<file path="src/rtl/seg_disp_pkg.sv">
// Shared types and constants for the seven-segment content controller:
// FSM states, segment patterns, BCD sizing and the digit-to-segment table.
package seg_disp_pkg;

  typedef enum logic [1:0] {
    ST_IDLE,
    ST_CONV,
    ST_ENC
  } state_e;

  localparam int unsigned BIN_W    = 20;
  localparam int unsigned BCD_W    = 24;
  localparam int unsigned NDIG     = 6;
  localparam int unsigned BCD_ITER = 20;

  localparam logic [BIN_W-1:0] BCD_MAX   = 20'd999999;
  localparam logic [7:0]       SEG_BLANK = 8'hff;
  localparam logic [7:0]       SEG_DASH  = 8'hbf;

  // Active-low segments, bit7 = decimal point (left off here).
  function automatic logic [7:0] digit_to_seg(input logic [3:0] d);
    logic [7:0] s;
    case (d)
      4'd0:    s = 8'hc0;
      4'd1:    s = 8'hf9;
      4'd2:    s = 8'ha4;
      4'd3:    s = 8'hb0;
      4'd4:    s = 8'h99;
      4'd5:    s = 8'h92;
      4'd6:    s = 8'h82;
      4'd7:    s = 8'hf8;
      4'd8:    s = 8'h80;
      4'd9:    s = 8'h90;
      default: s = SEG_BLANK;
    endcase
    return s;
  endfunction

endpackage

</file>
<file path="src/rtl/bin2bcd_seq.sv">
// Sequential 20-bit binary to 6-digit BCD converter (double dabble),
// one iteration per clock; flags inputs that do not fit in six digits.
module bin2bcd_seq
  import seg_disp_pkg::*;
(
  input  logic             clk,
  input  logic             rst,
  input  logic             start_i,
  input  logic [BIN_W-1:0] bin_i,
  output logic             done_o,
  output logic             ovf_o,
  output logic [BCD_W-1:0] bcd_o
);

  localparam logic [4:0] LAST_IT = 5'(BCD_ITER - 1);

  logic [BIN_W-1:0] sh_q, sh_d;
  logic [BCD_W-1:0] bcd_q, bcd_d, adj;
  logic [4:0]       cnt_q;
  logic             busy_q, ovf_q;

  always_comb begin
    adj = bcd_q;
    for (int unsigned i = 0; i < NDIG; i++) begin
      if (adj[4*i +: 4] >= 4'd5) adj[4*i +: 4] = adj[4*i +: 4] + 4'd3;
    end
    bcd_d = {adj[BCD_W-2:0], sh_q[BIN_W-1]};
    sh_d  = {sh_q[BIN_W-2:0], 1'b0};
  end

  always_ff @(posedge clk or posedge rst) begin
    if (rst) begin
      sh_q   <= '0;
      bcd_q  <= '0;
      cnt_q  <= '0;
      busy_q <= 1'b0;
      ovf_q  <= 1'b0;
    end else if (start_i) begin
      sh_q   <= bin_i;
      bcd_q  <= '0;
      cnt_q  <= '0;
      busy_q <= 1'b1;
      ovf_q  <= (bin_i > BCD_MAX);
    end else if (busy_q) begin
      sh_q  <= sh_d;
      bcd_q <= bcd_d;
      cnt_q <= cnt_q + 5'd1;
      if (cnt_q == LAST_IT) busy_q <= 1'b0;
    end
  end

  // High during the cycle whose closing edge performs the final iteration.
  assign done_o = busy_q && (cnt_q == LAST_IT);
  assign ovf_o  = ovf_q;
  assign bcd_o  = bcd_q;

endmodule

</file>
<file path="src/rtl/seg_disp_ctrl.sv">
// Arbitrates a persistent (A) and a timed overlay (B) requester, converts the
// winning value to decimal and registers six active-low 7-segment patterns.
module seg_disp_ctrl
  import seg_disp_pkg::*;
#(
  parameter int unsigned CLK_FREQ   = 50000000,
  parameter int unsigned OVERLAY_MS = 2000,
  parameter bit          LZ_BLANK   = 1'b1
) (
  input  logic        clk,
  input  logic        rst,
  input  logic        req_a,
  input  logic [19:0] data_a,
  input  logic [5:0]  dp_a,
  output logic        ack_a,
  input  logic        req_b,
  input  logic [19:0] data_b,
  input  logic [5:0]  dp_b,
  output logic        ack_b,
  output logic        busy,
  output logic        overlay,
  output logic [7:0]  seg_data_0,
  output logic [7:0]  seg_data_1,
  output logic [7:0]  seg_data_2,
  output logic [7:0]  seg_data_3,
  output logic [7:0]  seg_data_4,
  output logic [7:0]  seg_data_5
);

  localparam int unsigned OVERLAY_CYC = CLK_FREQ / 1000 * OVERLAY_MS;
  localparam logic [31:0] TIMER_LAST  = 32'(OVERLAY_CYC - 1);

  state_e           state_q;
  logic             conv_b_q;
  logic [5:0]       dp_conv_q;
  logic [BIN_W-1:0] a_last_q;
  logic [5:0]       dp_last_q;
  logic             a_valid_q, restore_pend_q, overlay_q;
  logic [31:0]      timer_q;
  logic             ack_a_q, ack_b_q;
  logic [7:0]       seg_q [NDIG];
  logic [7:0]       seg_d [NDIG];

  logic             take_b, take_a, start;
  logic [BIN_W-1:0] conv_bin;
  logic             conv_done, conv_ovf;
  logic [BCD_W-1:0] conv_bcd;
  logic             lead;
  logic [3:0]       dig;

  // A request still high in the cycle of its own ack is the requester dropping it.
  assign take_b   = (state_q == ST_IDLE) && req_b && !ack_b_q;
  assign take_a   = (state_q == ST_IDLE) && !take_b && !restore_pend_q && req_a && !ack_a_q;
  assign start    = take_b || ((state_q == ST_IDLE) && restore_pend_q) || (take_a && !overlay_q);
  assign conv_bin = take_b ? data_b : (restore_pend_q ? a_last_q : data_a);

  bin2bcd_seq u_bin2bcd (
    .clk     (clk),
    .rst     (rst),
    .start_i (start),
    .bin_i   (conv_bin),
    .done_o  (conv_done),
    .ovf_o   (conv_ovf),
    .bcd_o   (conv_bcd)
  );

  always_comb begin
    seg_d = '{default: SEG_BLANK};
    dig   = '0;
    lead  = LZ_BLANK;
    for (int unsigned i = 0; i < NDIG; i++) begin
      dig = conv_bcd[BCD_W-1-4*i -: 4];
      if (conv_ovf)                                   seg_d[i] = SEG_DASH;
      else if (lead && dig == 4'd0 && i != NDIG - 1)  seg_d[i] = SEG_BLANK;
      else                                            seg_d[i] = digit_to_seg(dig);
      if (dig != 4'd0) lead = 1'b0;
      if (dp_conv_q[i]) seg_d[i][7] = 1'b0;
    end
  end

  always_ff @(posedge clk or posedge rst) begin
    if (rst) begin
      state_q        <= ST_IDLE;
      conv_b_q       <= 1'b0;
      dp_conv_q      <= '0;
      a_last_q       <= '0;
      dp_last_q      <= '0;
      a_valid_q      <= 1'b0;
      restore_pend_q <= 1'b0;
      overlay_q      <= 1'b0;
      timer_q        <= '0;
      ack_a_q        <= 1'b0;
      ack_b_q        <= 1'b0;
      seg_q          <= '{default: SEG_BLANK};
    end else begin
      ack_a_q <= 1'b0;
      ack_b_q <= 1'b0;

      // Timer is frozen while a new B converts so it cannot expire under it.
      if (take_b) begin
        timer_q <= '0;
      end else if (overlay_q && state_q == ST_IDLE) begin
        if (timer_q == TIMER_LAST) begin
          overlay_q      <= 1'b0;
          restore_pend_q <= a_valid_q || take_a;
          if (!(a_valid_q || take_a)) seg_q <= '{default: SEG_BLANK};
        end else begin
          timer_q <= timer_q + 32'd1;
        end
      end

      case (state_q)
        ST_IDLE: begin
          if (take_b) begin
            ack_b_q   <= 1'b1;
            dp_conv_q <= dp_b;
            conv_b_q  <= 1'b1;
            state_q   <= ST_CONV;
          end else if (restore_pend_q) begin
            restore_pend_q <= 1'b0;
            dp_conv_q      <= dp_last_q;
            conv_b_q       <= 1'b0;
            state_q        <= ST_CONV;
          end else if (take_a) begin
            ack_a_q   <= 1'b1;
            a_last_q  <= data_a;
            dp_last_q <= dp_a;
            a_valid_q <= 1'b1;
            if (!overlay_q) begin
              dp_conv_q <= dp_a;
              conv_b_q  <= 1'b0;
              state_q   <= ST_CONV;
            end
          end
        end
        ST_CONV: begin
          if (conv_done) state_q <= ST_ENC;
        end
        ST_ENC: begin
          seg_q   <= seg_d;
          state_q <= ST_IDLE;
          if (conv_b_q) begin
            overlay_q <= 1'b1;
            timer_q   <= '0;
          end
        end
        default: state_q <= ST_IDLE;
      endcase
    end
  end

  assign ack_a      = ack_a_q;
  assign ack_b      = ack_b_q;
  assign busy       = (state_q != ST_IDLE);
  assign overlay    = overlay_q;
  assign seg_data_0 = seg_q[0];
  assign seg_data_1 = seg_q[1];
  assign seg_data_2 = seg_q[2];
  assign seg_data_3 = seg_q[3];
  assign seg_data_4 = seg_q[4];
  assign seg_data_5 = seg_q[5];

endmodule

</file>
<file path="config.mk">
export PLATFORM = sky130hd
export DESIGN_NAME = seg_disp_ctrl
export DESIGN_NICKNAME = d
export VERILOG_FILES = /design/src/rtl/seg_disp_pkg.sv /design/src/rtl/bin2bcd_seq.sv /design/src/rtl/seg_disp_ctrl.sv
export SDC_FILE = /design/constraint.sdc
export NUM_CORES = 1
export LEC_CHECK = 0
export CORE_MARGIN = 2
export CORE_UTILIZATION = 38
export DETAILED_ROUTE_END_ITERATION = 7
export HOLD_SLACK_MARGIN = 0.06
export PLACE_DENSITY = 0.61
export SYNTH_ARGS = -nofsm -noshare
export SYNTH_HDL_FRONTEND = slang
export SYNTH_SLANG_ARGS = --single-unit
</file>
<file path="constraint.sdc">
create_clock -name clk -period 5.8 [get_ports clk]
set_input_delay 0.87 -clock clk [delete_from_list [all_inputs] [get_ports clk]]
set_output_delay 0.87 -clock clk [all_outputs]
set_load 0.05 [all_outputs]
</file>
* Word level (Yosys, flattened, before mapping)
Memory sizes are Yosys's and may differ from the RTL's.
Cells that the tools add are included.
W data, S select, Z words.
** Word-level totals
- Bits in read-only memories :: 672
- Bits in registers :: 171
- Memories :: 6
- Output and inout port bits :: 52
- Word-level logic and storage cells :: 175
** Memory list
- (name not given) :: words 16, bits a word 7, rd ports 1, clocked after Yosys merged registers in 0, wr ports 0, line seg_disp_pkg.sv:23 : case (d)
- (name not given) :: words 16, bits a word 7, rd ports 1, clocked after Yosys merged registers in 0, wr ports 0, line seg_disp_pkg.sv:23
- (name not given) :: words 16, bits a word 7, rd ports 1, clocked after Yosys merged registers in 0, wr ports 0, line seg_disp_pkg.sv:23
- (name not given) :: words 16, bits a word 7, rd ports 1, clocked after Yosys merged registers in 0, wr ports 0, line seg_disp_pkg.sv:23
- (name not given) :: words 16, bits a word 7, rd ports 1, clocked after Yosys merged registers in 0, wr ports 0, line seg_disp_pkg.sv:23
- (name not given) :: words 16, bits a word 7, rd ports 1, clocked after Yosys merged registers in 0, wr ports 0, line seg_disp_pkg.sv:23
** Cells by class
- Reductions and logical operators :: 41
- Equal/unequal tests :: 10
- Bitwise gates (word level) :: 2
- Mux-type cells :: 79
- $add $sub $neg :: 8
- Magnitude comparators :: 7
** Operators by type and width (number)
- $mux W48 :: 5
- $mux W32 :: 5
- $mux W8 :: 11
- $mux W20 :: 4
- $mux W24 :: 2
- $mux W1 :: 34
- $add A32 B1 Y32 const B :: 1
- $eq A32 B27 Y1 const B :: 1
- $ge A4 B3 Y1 const B :: 6
- $mux W6 :: 4
- $add A4 B2 Y4 const B :: 5
- $gt A20 B20 Y1 const B :: 1
- $logic_not A4 Y1 :: 5
- $mux W4 :: 5
- $reduce_bool A4 Y1 :: 4
- $logic_and A1 B1 Y1 :: 14
- $mux W2 :: 5
- $mux W5 :: 2
- $ne A4 B4 Y1 const B :: 2
- $reduce_and A4 Y1 :: 2
- $reduce_bool A2 Y1 :: 4
- $reduce_and A3 Y1 :: 2
- $add A5 B1 Y5 const B :: 1
- $eq A5 B5 Y1 const B :: 1
- other kinds (13) :: 21

* Depth between registers and ports, before layout
Gate-level depths: netlist (run 1).
- Depth after elaboration :: 15
- Gate-level depth with buffers :: 8

* Modules after synthesis
From an unflattened synthesis (run 1), not the netlist that was laid out.
** Second synthesis, totals
- Cells, all modules :: 975
- Area, all modules :: 9574.2 sq um
** By module, submodules not included
- seg_disp_ctrl :: area an instance 6815.3 sq um, cells each 686, times used 1
- bin2bcd_seq :: area an instance 2758.9 sq um, cells each 289, times used 1

* Worst setup path after synthesis (run 1)
No wires, ideal clock.
- Path kind :: register -> register
- Start point :: register overlay_q, in the netlist overlay
- End point :: register timer_q[30]
- Required time :: 5722 ps
- Library setup time :: 78 ps
- Cell stages (with the launch flop) :: 8
- Period minus slack after synthesis :: 2616 ps
- Buffers on the path :: 2
- Slack :: 3184 ps
- Data arrival time :: 2537 ps
- Cell sequence :: dfrtp_1 or3b_1 buf_2 or2_1 buf_6 or4_4 or4_1 a21oi_1
** Between the ends
- Word-level cells in the longest chain between the ends :: 5
** Ends and longest elaborated chain
- start: declaration :: line seg_disp_ctrl.sv:38 : logic a_valid_q, restore_pend_q, overlay_q;
- start signal: assignment :: line seg_disp_ctrl.sv:90 : overlay_q <= 1'b0;
- start signal: assignment :: line seg_disp_ctrl.sv:104 : overlay_q <= 1'b0;
- start signal: assignment :: line seg_disp_ctrl.sv:143 : overlay_q <= 1'b1;
- $logic_and A1 B1 Y1 * :: line seg_disp_ctrl.sv:102 : end else if (overlay_q && state_q == ST_IDLE) begin
- $mux W32 * :: line seg_disp_ctrl.sv:102
- $mux W32 * :: line seg_disp_ctrl.sv:100 : if (take_b) begin
- $mux W32 :: line seg_disp_ctrl.sv:142 : if (conv_b_q) begin
- $mux W32 * :: line seg_disp_ctrl.sv:112 : case (state_q)
- end signal: assignment :: line seg_disp_ctrl.sv:108 : timer_q <= timer_q + 32'd1;
- end: declaration :: line seg_disp_ctrl.sv:39 : logic [31:0] timer_q;
Every way passes the cells marked *; elsewhere a longest branch is shown, timed or not.
A chain may end at the register's enable or synchronous reset.

* Worst setup path in the final report (run 1)
- Start point :: input req_b
- End point :: register seg_q (netlist bit seg_data_4[3])
** Between the ends
- Word-level cells in the longest chain between the ends :: 10
- Elaborated cells on any way between the ends :: 11
- Those cells by class :: eq/ne (2); reduce/logical (9)
** Ends and longest elaborated chain
- start: declaration :: line seg_disp_ctrl.sv:16 : input logic req_b,
- $logic_and A1 B1 Y1 * (2 in series) :: line seg_disp_ctrl.sv:52 : assign take_b = (state_q == ST_IDLE) && req_b && !ack_b_q;
- $logic_not A1 Y1 :: line seg_disp_ctrl.sv:53 : assign take_a = (state_q == ST_IDLE) && !take_b && !restore_pend_q && req_a && !ack_a_q;
- $logic_and A1 B1 Y1 (4 in series) :: line seg_disp_ctrl.sv:53
- $logic_or A1 B1 Y1 :: line seg_disp_ctrl.sv:106 : if (!(a_valid_q || take_a)) seg_q <= '{default: SEG_BLANK};
- $ne A2 B1 Y1 (no line)
- $reduce_and A4 Y1 (no line) *
- end signal: assignment :: line seg_disp_ctrl.sv:140 : seg_q <= seg_d;
- end: declaration :: line seg_disp_ctrl.sv:41 : logic [7:0] seg_q [NDIG];
Marked as above.

==> summary.txt, run 1 <==
CTS
  • CTS tree: built
  • Cts repair resizes: 0
  • Postcts setup bufs: 0
  • CTS root buf: sky130_fd_sc_hd__clkbuf_16
  • Worst-Skew Late Latency: 440 ps
  • Clock sinks: 171
  • CTS clock-pin slew for the worst setup and hold paths: 60 ps
  • CTS H-tree lvls: 4
  • Total clock buffers created by CTS: 17
  • Count of hold-fix buffers inserted at cts: 0
  • Max Buffers Root-to-Sink: 2

Global routing
  • Global Route met3 Usage: 3.364%
  • Wire length of the first global-routing pass: 36190 um
  • Peak-usage layer in the global routing report: met2
  • Met2 global-route usage: 27.08%
  • Met1 global-route usage: 23.94%
  • Gr usage total: 17.16%
  • Vias in the first global route: 7050
  • Remaining global-route overflow: 0
  • Initial antenna violation count: 0
  • Maximum number of pins on one net before global-route repair: 94

Routing
  • Post-detailed-route wirelength per cell: 15.81 um
  • Drt initial violations: 330
  • Detail-routed via count per cell: 5.321
  • Drt pass-1 iters: 5
  • Number of nets still failing antenna checks after routing: 0
  • DR DRC count: 0
  • Final WL: 21650 um
  • Vias: 7285

Logic synthesis
  • Dominant cells by area after synthesis: sky130_fd_sc_hd__dfrtp_1 (33%), sky130_fd_sc_hd__dfstp_2 (13%), sky130_fd_sc_hd__mux2i_1 (6.0%)
  • Sequential fraction of the synthesis area: 46.23%
  • Post-synth EDFFs: 0
  • Area share of the largest cell type after synthesis: 32.80%
  • Synth warnings: 0
  • Synthesized area divided by synthesized cell count: 9.776 um^2
  • Number of instances in the synthesized netlist: 960
  • Most area-hungry cell type in the Yosys netlist: sky130_fd_sc_hd__dfrtp_1
  • Netlist area before placement: 9385 um^2
  • Total nets after synthesis: 1049
  • Dominant register cell in the synthesized netlist: sky130_fd_sc_hd__dfrtp_1
  • Number of distinct standard cells referenced by the synthesized netlist: 59
  • Share of synthesized registers carrying an async set or reset: 100.0%
  • Synthesis-stage register bit count: 171

Floorplanning
  • Initial Util: 38.70%
  • # rows: 57
  • Core Box Area: 24250 um^2
  • Die Width: 161.2 um
  • I/O pin cnt: 108
  • Overall die area: 25970 um^2
  • Vertical die dimension: 161.2 um

Hold path
  • Type of the tightest min-delay check: flop to flop

Cells and area
  • Number of fill cells: 2303
  • Final #Nets: 1121
  • ANT cells: 0
  • Syn-to-layout area delta: 19.98%
  • Layout cells sized above 1: 11.87%

STA
  • Setup TNS: 0 ps
  • Unrepaired setup endpoints after global routing: false
  • Number of hold violations in the final report: 0
  • Setup violation total in the final timing report: 0
  • Worst clock skew: 10.81 ps
  • Post-Route Hold Slack: 402.5 ps
  • Number of pins with negative max-slew slack in the final report: 0
  • Highest attainable clock frequency: 0.3059 GHz
  • Max-Slew Margin vs Limit: 25.32%
  • Measured slew at the worst slew-check pin: 1120 ps
  • Final Critical Period: 3269 ps
  • Final clock period utilization by the worst path: 56.37%

Power and ir drop
  • IR Drop Worst-Case VDD: 0.1838 mV
  • Reported leakage power: 0.004546 uW
  • Power density relative to cell area: 453.8 nW/um^2

Status
  • Result of the run: completed

Setup path
  • Number of buffers and inverters on the critical path: 1
  • Delay of the slowest cell on the worst path: 1000 ps
  • Setup crit start kind: input port
  • Biggest fanout along the worst timing path: 48
  • Critical Path End Type: flop
  • Worst-path cell chain: clkdlybuf4s50_1, nor2b_1, nor2_1, a2111oi_0, a31o_2, o32a_1
  • Worst path top cell family by delay: compound AO/OA/AOI/OAI gates
  • Worst Path Arrival: 3640 ps
  • CP Data Required Time: 6170 ps
  • Standard cell with the maximum stage delay on the critical path: sky130_fd_sc_hd__a31o_2
  • Critical path start-end classification: input port to flop

Placed design
  • Gp weighted congestion: 0.8165
  • Count of port buffers added during placement: 107
  • DPL Wire Length: 15030 um

Flow run
  • Count of maximum capacitance violations: 0
## report_power, final
part | switching, uW | internal [uW]
registers | 445 | 1610
logic | 1070 | 888
clock network | 485 | 605
## placed cells by master, fill, tap and decap left out, types with 31 or more instances in the layout
| master | count |
|---|---|
| sky130_fd_sc_hd__mux2i_1 | 56 |
| sky130_fd_sc_hd__nor2_1 | 94 |
| sky130_fd_sc_hd__o21ai_0 | 45 |
| sky130_fd_sc_hd__a21oi_1 | 84 |
| sky130_fd_sc_hd__dfstp_2 | 48 |
| sky130_fd_sc_hd__clkdlybuf4s50_1 | 107 |
| sky130_fd_sc_hd__ha_1 | 33 |
| sky130_fd_sc_hd__a211oi_1 | 31 |
| sky130_fd_sc_hd__nand2_1 | 55 |
| sky130_fd_sc_hd__dfrtp_1 | 122 |
## registers in the layout, indices dropped and copies added, names as in the netlist, named ones only
signal and count:
dp_last_q 6, state_q 2, seg_data_1 8, seg_data_0 8, u_bin2bcd.busy_q 1, u_bin2bcd.bcd_o 24
u_bin2bcd.ovf_o 1, seg_data_3 8, u_bin2bcd.sh_q 20, seg_data_5 8, conv_b_q 1, seg_data_4 8
u_bin2bcd.cnt_q 5, ack_b 1, dp_conv_q 6, ack_a 1, seg_data_2 8, timer_q 32
a_last_q 20, a_valid_q 1, overlay 1
## logic make-up after synthesis
| group | after synthesis | share of synthesized area [%] |
|---|---|---|
| and+or+nand+nor | 301 | 16.30 |
| AOI/OAI and AO/OA | 257 | 17.90 |
| DFF | 171 | 46.23 |
| buffers and inverters | 93 | 3.919 |
| muxes | 82 | 9.092 |
| adders and majority gates | 33 | 4.399 |
| xor gates and xnor gates | 23 | 2.146 |
## metrics by stage
stage          cell area (um^2)  utilization, %  instances  setup slack, ps  total power, uW
2_1_floorplan              9385               -        960            377.6             3527
4_1_cts                   11260           46.44       1369             2561             5165
6_report                  11260           46.44       1369             2531             5110
3_5_place_dp              10700           44.14       1337             2137             4051
5_1_grt                   11260           46.44       1369             2401             5518
3_3_place_gp              10700           44.14       1337             2231             4014
## path summary, 6_finish.rpt
check / depth (start not counted) / endpoint / slack [ps] / start
setup / recovery: 6 / seg_data_4[3]$_DFFE_PP1P_ / 2530 / req_b
hold / removal: 1 / seg_data_3[7]$_DFFE_PP1P_ / 400 / dp_conv_q[3]$_DFFE_PP0P_
setup reg to reg: 4 / seg_data_4[3]$_DFFE_PP1P_ / 2630 / state_q[1]$_DFFE_PP0P_
hold reg to reg: 1 / seg_data_3[7]$_DFFE_PP1P_ / 400 / dp_conv_q[3]$_DFFE_PP0P_
max in group asynchronous: 3 / seg_data_4[6]$_DFFE_PP1P_ / 3860 / rst
min in group asynchronous: 2 / u_bin2bcd.bcd_o[19]$_DFFE_PP0P_ / 1000 / rst
## layer usage
layer / routed length (um) / share of wire (%) / vias to the layer above
li1: - / - / 3636
met1: 10740 / 50 / 3512
met2: 9859 / 46 / 120
met3: 766 / 3.5 / 17
met4: 282 / 1.3 / 0
met5: 0 / 0 / -
## Yosys cell counts (6+ instances only)
cell,number
sky130_fd_sc_hd__dfrtp_1,123
sky130_fd_sc_hd__nor2_1,95
sky130_fd_sc_hd__a21oi_1,84
sky130_fd_sc_hd__mux2i_1,56
sky130_fd_sc_hd__nand2_1,55
sky130_fd_sc_hd__clkbuf_1,48
sky130_fd_sc_hd__dfstp_2,48
sky130_fd_sc_hd__o21ai_0,45
sky130_fd_sc_hd__ha_1,33
sky130_fd_sc_hd__a211oi_1,31
sky130_fd_sc_hd__inv_1,31
sky130_fd_sc_hd__mux2_2,26
sky130_fd_sc_hd__nand3_1,22
sky130_fd_sc_hd__o22a_1,22
sky130_fd_sc_hd__nand2b_1,19
sky130_fd_sc_hd__nor3_1,17
sky130_fd_sc_hd__xnor2_1,17
sky130_fd_sc_hd__a2bb2oi_1,16
sky130_fd_sc_hd__nor4_1,14
sky130_fd_sc_hd__nand4_1,12
sky130_fd_sc_hd__nor3b_1,12
sky130_fd_sc_hd__or4_1,12
sky130_fd_sc_hd__o211ai_1,10
sky130_fd_sc_hd__buf_1,9
sky130_fd_sc_hd__o21a_1,9
sky130_fd_sc_hd__o31ai_1,8
sky130_fd_sc_hd__and2_1,7
sky130_fd_sc_hd__or3_1,7
sky130_fd_sc_hd__a21o_1,6
sky130_fd_sc_hd__and3_1,6
sky130_fd_sc_hd__xor2_1,6
## cell type report
cell class                      instances  area [um^2]  share of cell area [%]
Multi-Input combinational cell        696         4692                   41.67
Sequential cell                       171         4340                   38.54
Timing Repair Buffer                  115         1144                   10.16
Clock buffer                           19        442.9                   3.933
Tap cell                              324        405.4                   3.600
Inverter                               31        121.4                   1.078
Clock inverter                         13        115.1                   1.022
Note: power is estimated with default switching activity, not from simulation.
==> run 2: changes to the inputs <==
--- a/config.mk
+++ b/config.mk
@@ -9,7 +9,7 @@
 export CORE_UTILIZATION = 38
 export DETAILED_ROUTE_END_ITERATION = 7
 export HOLD_SLACK_MARGIN = 0.06
-export PLACE_DENSITY = 0.61
+export PLACE_DENSITY = 0.63
 export SYNTH_ARGS = -nofsm -noshare
 export SYNTH_HDL_FRONTEND = slang
 export SYNTH_SLANG_ARGS = --single-unit
==> constraint.sdc (replaced) <==
create_clock -name clk -period 3 [get_ports clk]
set_input_delay 0.45 -clock clk [delete_from_list [all_inputs] [get_ports clk]]
set_output_delay 0.45 -clock clk [all_outputs]
set_load 0.05 [all_outputs]
==> run 2 against run 1 <==
- routed wire length is 1.5% higher
- cell area is 1.4% higher
- sequential cell count stayed put
- critical path depth is 3 lower
- global-route usage is 0.37 points higher
- worst setup slack worse by 2000 ps
- sequential share of layout area is 0.54 points lower
- clock skew hardly changed
- largest cell class unchanged
- highest routed layer unchanged
==> summary.txt, run 2 (synthesized netlist as in run 1, its figures left out) <==
Status
  • Result of the run: completed

CTS
  • CTS H-tree lvls: 4 (unchanged)
  • Postcts setup bufs: 0 (unchanged)
  • CTS clock-pin slew for the worst setup and hold paths: 70 ps (about the same)
  • Max Buffers Root-to-Sink: 2 (unchanged)
  • CTS tree: built
  • Cts repair resizes: 0 (unchanged)
  • Count of hold-fix buffers inserted at cts: 0 (unchanged)
  • Total clock buffers created by CTS: 17 (unchanged)
  • CTS root buf: sky130_fd_sc_hd__clkbuf_16
  • Worst-Skew Late Latency: 430 ps (about the same)
  • Clock sinks: 171 (unchanged)

STA
  • Final clock period utilization by the worst path: 83.72%
  • Number of hold violations in the final report: 0 (unchanged)
  • Number of pins with negative max-slew slack in the final report: 0 (unchanged)
  • Max-Slew Margin vs Limit: 48.17% (+23 points)
  • Highest attainable clock frequency: 0.3981 GHz
  • Measured slew at the worst slew-check pin: 775.9 ps (-344.2 ps)
  • Setup violation total in the final timing report: 0 (unchanged)
  • Setup TNS: 0 ps (unchanged)
  • Unrepaired setup endpoints after global routing: false
  • Worst clock skew: 11.28 ps (+0.4758 ps)
  • Final Critical Period: 2512 ps

Floorplanning
  • Initial Util: 38.70% (unchanged)
  • I/O pin cnt: 108 (unchanged)
  • Overall die area: 25970 um^2 (unchanged)
  • Core Box Area: 24250 um^2 (unchanged)
  • Vertical die dimension: 161.2 um (unchanged)
  • # rows: 57 (unchanged)
  • Die Width: 161.2 um (unchanged)

Placed design
  • DPL Wire Length: 15590 um (+3.8%)
  • Count of port buffers added during placement: 107 (unchanged)
  • Count of placed standard cells including taps: 1352 (+1.1%)
  • Gp weighted congestion: 0.7999 (-2.0%)

Setup path
  • Worst reg2reg endpoint: timer_q[30]$_DFF_PP0_
  • Startpoint of the worst-slack reg-to-reg timing path: state_q[1]$_DFFE_PP0P_
  • R2R cell count: 5 (+1)
  • Internal reg-to-reg setup slack: 550 ps (-2080 ps)
  • Biggest fanout along the worst timing path: 8 (-83%)
  • Worst-path cell chain: nor2_1, inv_1, clkdlybuf4s50_1
  • Critical Path End Type: output pin
  • Worst Path Arrival: 2060 ps (-1580 ps)
  • CP endpoint: busy
  • Critical path start-end classification: flop to output pin
  • Delay of the slowest cell on the worst path: 850 ps (-150 ps)
  • Critical Path Source: state_q[1]$_DFFE_PP0P_
  • Standard cell with the maximum stage delay on the critical path: sky130_fd_sc_hd__clkdlybuf4s50_1
  • Setup crit start kind: flop
  • CP Data Required Time: 2550 ps (-3620 ps)

Cells and area
  • Non-filler cells, final: 1384 (+1.1%)
  • Number of fill cells: 2275 (-1.2%)
  • Register cell area after layout: 4340 um^2 (unchanged)
  • Final #Nets: 1136 (+1.3%)
  • Most common cell after layout, fill and taps aside: sky130_fd_sc_hd__dfrtp_1
  • Syn-to-layout area delta: 21.68%
  • ANT cells: 0 (unchanged)
  • Commonest cells after routing, fill and taps aside: sky130_fd_sc_hd__dfrtp_1 (122), sky130_fd_sc_hd__clkdlybuf4s50_1 (107), sky130_fd_sc_hd__nor2_1 (94)
  • Layout cells sized above 1: 13.11% (+1.2 points)
  • Flip-flop count of the largest register after layout: 32 (unchanged)
  • Area occupied by multi-input gates: 4692 um^2 (unchanged)
  • Largest reg by FF count: timer_q

Hold path
  • Type of the tightest min-delay check: flop to flop

Global routing
  • Remaining global-route overflow: 0 (unchanged)
  • Maximum number of pins on one net before global-route repair: 54 (-43%)
  • Initial antenna violation count: 0 (unchanged)
  • Wire length of the first global-routing pass: 37080 um (+2.5%)
  • Gr usage total: 17.53% (+0.37 points)
  • Vias in the first global route: 7171 (+1.7%)

Routing
  • DR DRC count: 0 (unchanged)
  • Drt pass-1 iters: 5 (unchanged)
  • Final WL: 21980 um (+1.5%)
  • Post-detailed-route wirelength per cell: 15.88 um (+0.42%)
  • Vias: 7356 (+0.97%)
  • Number of nets still failing antenna checks after routing: 0 (unchanged)
  • Drt initial violations: 416 (+26%)
  • Detail-routed via count per cell: 5.315 (-0.12%)

Power and ir drop
  • IR Drop Worst-Case VDD: 0.3775 mV (+110%)
  • Overall power after layout: 9992 uW (+96%)
  • Reported leakage power: 0.004632 uW (+1.9%)
  • Power density relative to cell area: 875.0 nW/um^2 (+93%)

Flow run
  • Count of maximum capacitance violations: 0 (unchanged)
run 2: changes by cell type in the layout (fill, tap and decap cells not counted), sizes merged:
| cell | previous run | this run |
|---|---|---|
| clkinv | 4 | 5 |
| buf | 8 | 23 |
| inv | 36 | 34 |
| clkbuf | 19 | 20 |
run 2: worst max-delay path, delay by kind of cell, from the launching register on:
| kind | cells | cell delay [ps] |
|---|---|---|
| and+or+nand+nor | 1 | 140 |
| DFF | 1 | 500 |
| buffers and inverters | 2 | 1000 |
run 2: metal layers:
layer  routed length (um)  part of all wire [%]  track usage, %  vias up
met2                 9925                    45           27.66      130
met5                    0                     0               0        -
met3                  739                   3.4           3.236       17
li1                     -                     -               -     3669
met4                  261                   1.2           4.505        0
met1                11050                    50           24.96     3540
run 2: stage by stage:
step	util, %	hold slack (ps)	worst slack (ps)	area (um^2)
6_report	47.09	429.7	488.3	11420
5_1_grt	47.09	452.5	358.3	11420
4_1_cts	47.09	432.7	461.1	11420
3_5_place_dp	44.75	423.4	471.0	10850
3_3_place_gp	44.75	415.4	515.0	10850
2_1_floorplan	-	383.8	384.5	9389
run 2: area by class of cell:
class / count / share of cell area (%)
multi-input cells: 696 / 41.09
flip-flops and latches: 171 / 38.01
repair buffers: 130 / 11.33
clock buffers: 20 / 3.999
well taps: 324 / 3.550
inverters: 31 / 1.052
clock inverters: 12 / 0.9751
run 2: worst min-delay path by stage:
stage	slack [ps]	from	depth (start not counted)	to
3_3_place_gp	420	dp_conv_q[4]$_DFFE_PP0P_	1	seg_data_4[7]$_DFFE_PP1P_
4_1_cts	430	dp_conv_q[4]$_DFFE_PP0P_	1	seg_data_4[7]$_DFFE_PP1P_
5_1_grt	450	dp_conv_q[4]$_DFFE_PP0P_	1	seg_data_4[7]$_DFFE_PP1P_
6_report	430	dp_conv_q[5]$_DFFE_PP0P_	1	seg_data_5[7]$_DFFE_PP1P_
3_5_place_dp	420	dp_conv_q[4]$_DFFE_PP0P_	1	seg_data_4[7]$_DFFE_PP1P_
2_1_floorplan	380	dp_conv_q[0]$_DFFE_PP0P_	1	seg_data_0[7]$_DFFE_PP1P_
run 2: power by group:
part	switching, uW	total, uW	internal (uW)
combinational	2090	3840	1750
sequential	880	4000	3120
clock	961	2160	1200
total	3930	9990	6060
==> edit: new RTL, flow settings as in run 2 <==
Change the parameter `LZ_BLANK` from 1'b1 to 1'b0.
--- a/src/rtl/seg_disp_ctrl.sv
+++ b/src/rtl/seg_disp_ctrl.sv
@@ -5,7 +5,7 @@
 #(
   parameter int unsigned CLK_FREQ   = 50000000,
   parameter int unsigned OVERLAY_MS = 2000,
-  parameter bit          LZ_BLANK   = 1'b1
+  parameter bit          LZ_BLANK   = 1'b0
 ) (
   input  logic        clk,
   input  logic        rst,
Check against the original RTL: same outputs for any inputs over 10 cycles, from zero or initial values and one cycle with rst high; that may be too few to reach the edited logic, so the function may still have changed.
==> edit against run 2 <==
Clock skew down 0.58 ps; critical path depth unchanged; final cell count up 0.94%; sequential share of layout area up 0.60 points; wire length down 0.12%; design area down 1.5%; area after synthesis down 1.6%; setup slack better by 57 ps; clock power up 3%; combinational power up 7.8%; sequential cell count unchanged; total power up 3.6%; highest routed layer unchanged.
==> edit: results (changes against run 2) <==
| Metric | Value |
|---|---|
| Status | `finished, final reports clean` |
| Crit path DAT | `2000 ps (-60 ps)` |
| P_leak | `4.73 nW (+2.1%)` |
| Placed cell area | `10700 sq um (-1.9%)` |
| Worst slew margin | `46.3% (-1.8 points)` |
| # diodes | `0 (unchanged)` |
| R2r endpoint | `seg_data_1[4]$_DFFE_PP1P_` |
| Peak VDD IR | `0.000433 V (+15%)` |
| M3 GR Usage | `2.78% (-0.46 points)` |
| Met3 routed WL | `770 um (+4.2%)` |
| R2R depth | `6 (+1)` |
| Pre-CTS setup slack | `284 ps (-187 ps)` |
| R2r startpoint | `state_q[0]$_DFFE_PP0P_` |
| Hold Slack | `407 ps (-22.9 ps)` |
| Drt first-iter violations | `407 (-2.2%)` |
| CP startpoint | `state_q[1]$_DFFE_PP0P_` |
| Most flops, register | `timer_q` |
| First-pass GRT wire length | `36400 um (-1.8%)` |
| Routing usage on met2 | `27.8% (+0.14 points)` |
| Pint | `6.19 mW (+2.2%)` |
| Share of layout cells above drive strength 1 | `12.8% (-0.35 points)` |
| R2r setup slk | `740 ps (+190 ps)` |
| Hpwl dp | `15100 um (-3.0%)` |
| Met2 WL post-DR | `9990 um (+0.66%)` |
| Clk root buf | `clkbuf_16` |
| Seq/Total Area, Yosys | `47.0% (+0.75 points)` |
| Critical Path Max Stage Delay | `820 ps (-30 ps)` |
| Mapped Nets | `1064 (+1.4%)` |
| Synthesized area per cell | `9.46 sq um (-3.2%)` |
| GRT Util Overall | `17.6% (+0.020 points)` |
| Synth area leaders | `dfrtp_1, dfstp_2, a21oi_1` |
| FMAX | `0.407 GHz (+2.3%)` |
| Cell variety after synth | `53 (-10%)` |
| M1 WL | `11000 um (-0.68%)` |
| Skew final | `10.7 ps (-0.578 ps)` |
| Top post-synthesis cells by count | `nor2_1, a21oi_1, dfrtp_1, mux2i_1, dfstp_2` |
| DR vias | `7282 (-1.0%)` |
| Cells after DPL | `1365 (+0.96%)` |
| Wirelength per Cell | `15.7 um (-1.0%)` |
| Vias in the first global route | `7100 (-0.99%)` |
| Routability cong. | `0.855 (+6.9%)` |
| Worst hold path depth | `1 (unchanged)` |
| Via-to-Cell Ratio | `5.21 (-1.9%)` |
| Global-route met1 utilization | `25.0% (+0.070 points)` |
| Max cap viols | `0 (unchanged)` |
| Largest net degree at the start of global routing | `111 (+110%)` |
edit: cell families (layout without fill, tap and decap cells):
group                      after synthesis  in the layout  share of synthesized area [%]
xor gates and xnor gates                29             29                           2.75
buffers and inverters                   92            189                           3.92
DFF                                    171            171                           47.0
muxes                                   91             91                           10.3
and+or+nand+nor                        328            328                           17.3
AOI/OAI and AO/OA                      233            233                           14.5
adders and majority gates               32             32                           4.34
edit: power groups by stage:
stage	Combinational [mW]	Clock (mW)	Sequential, mW
after floorplan	2.91	0	4.11
final	4.14	2.23	3.99
after global routing	4.64	2.38	4.12
after detailed placement	4.15	0	4.02
after CTS	4.17	2.28	3.98
after global placement	4.04	0	3.99
edit: cell type report:
| cell class | instances | area [sq um] |
|---|---|---|
| Multi-Input combinational cell | 713 | 4550 |
| Clock inverter | 13 | 140 |
| Inverter | 35 | 135 |
| Clock buffer | 19 | 453 |
| Tap cell | 324 | 405 |
| Sequential cell | 171 | 4340 |
| Fill cell | 2350 | 12900 |
| Timing Repair Buffer | 122 | 1220 |
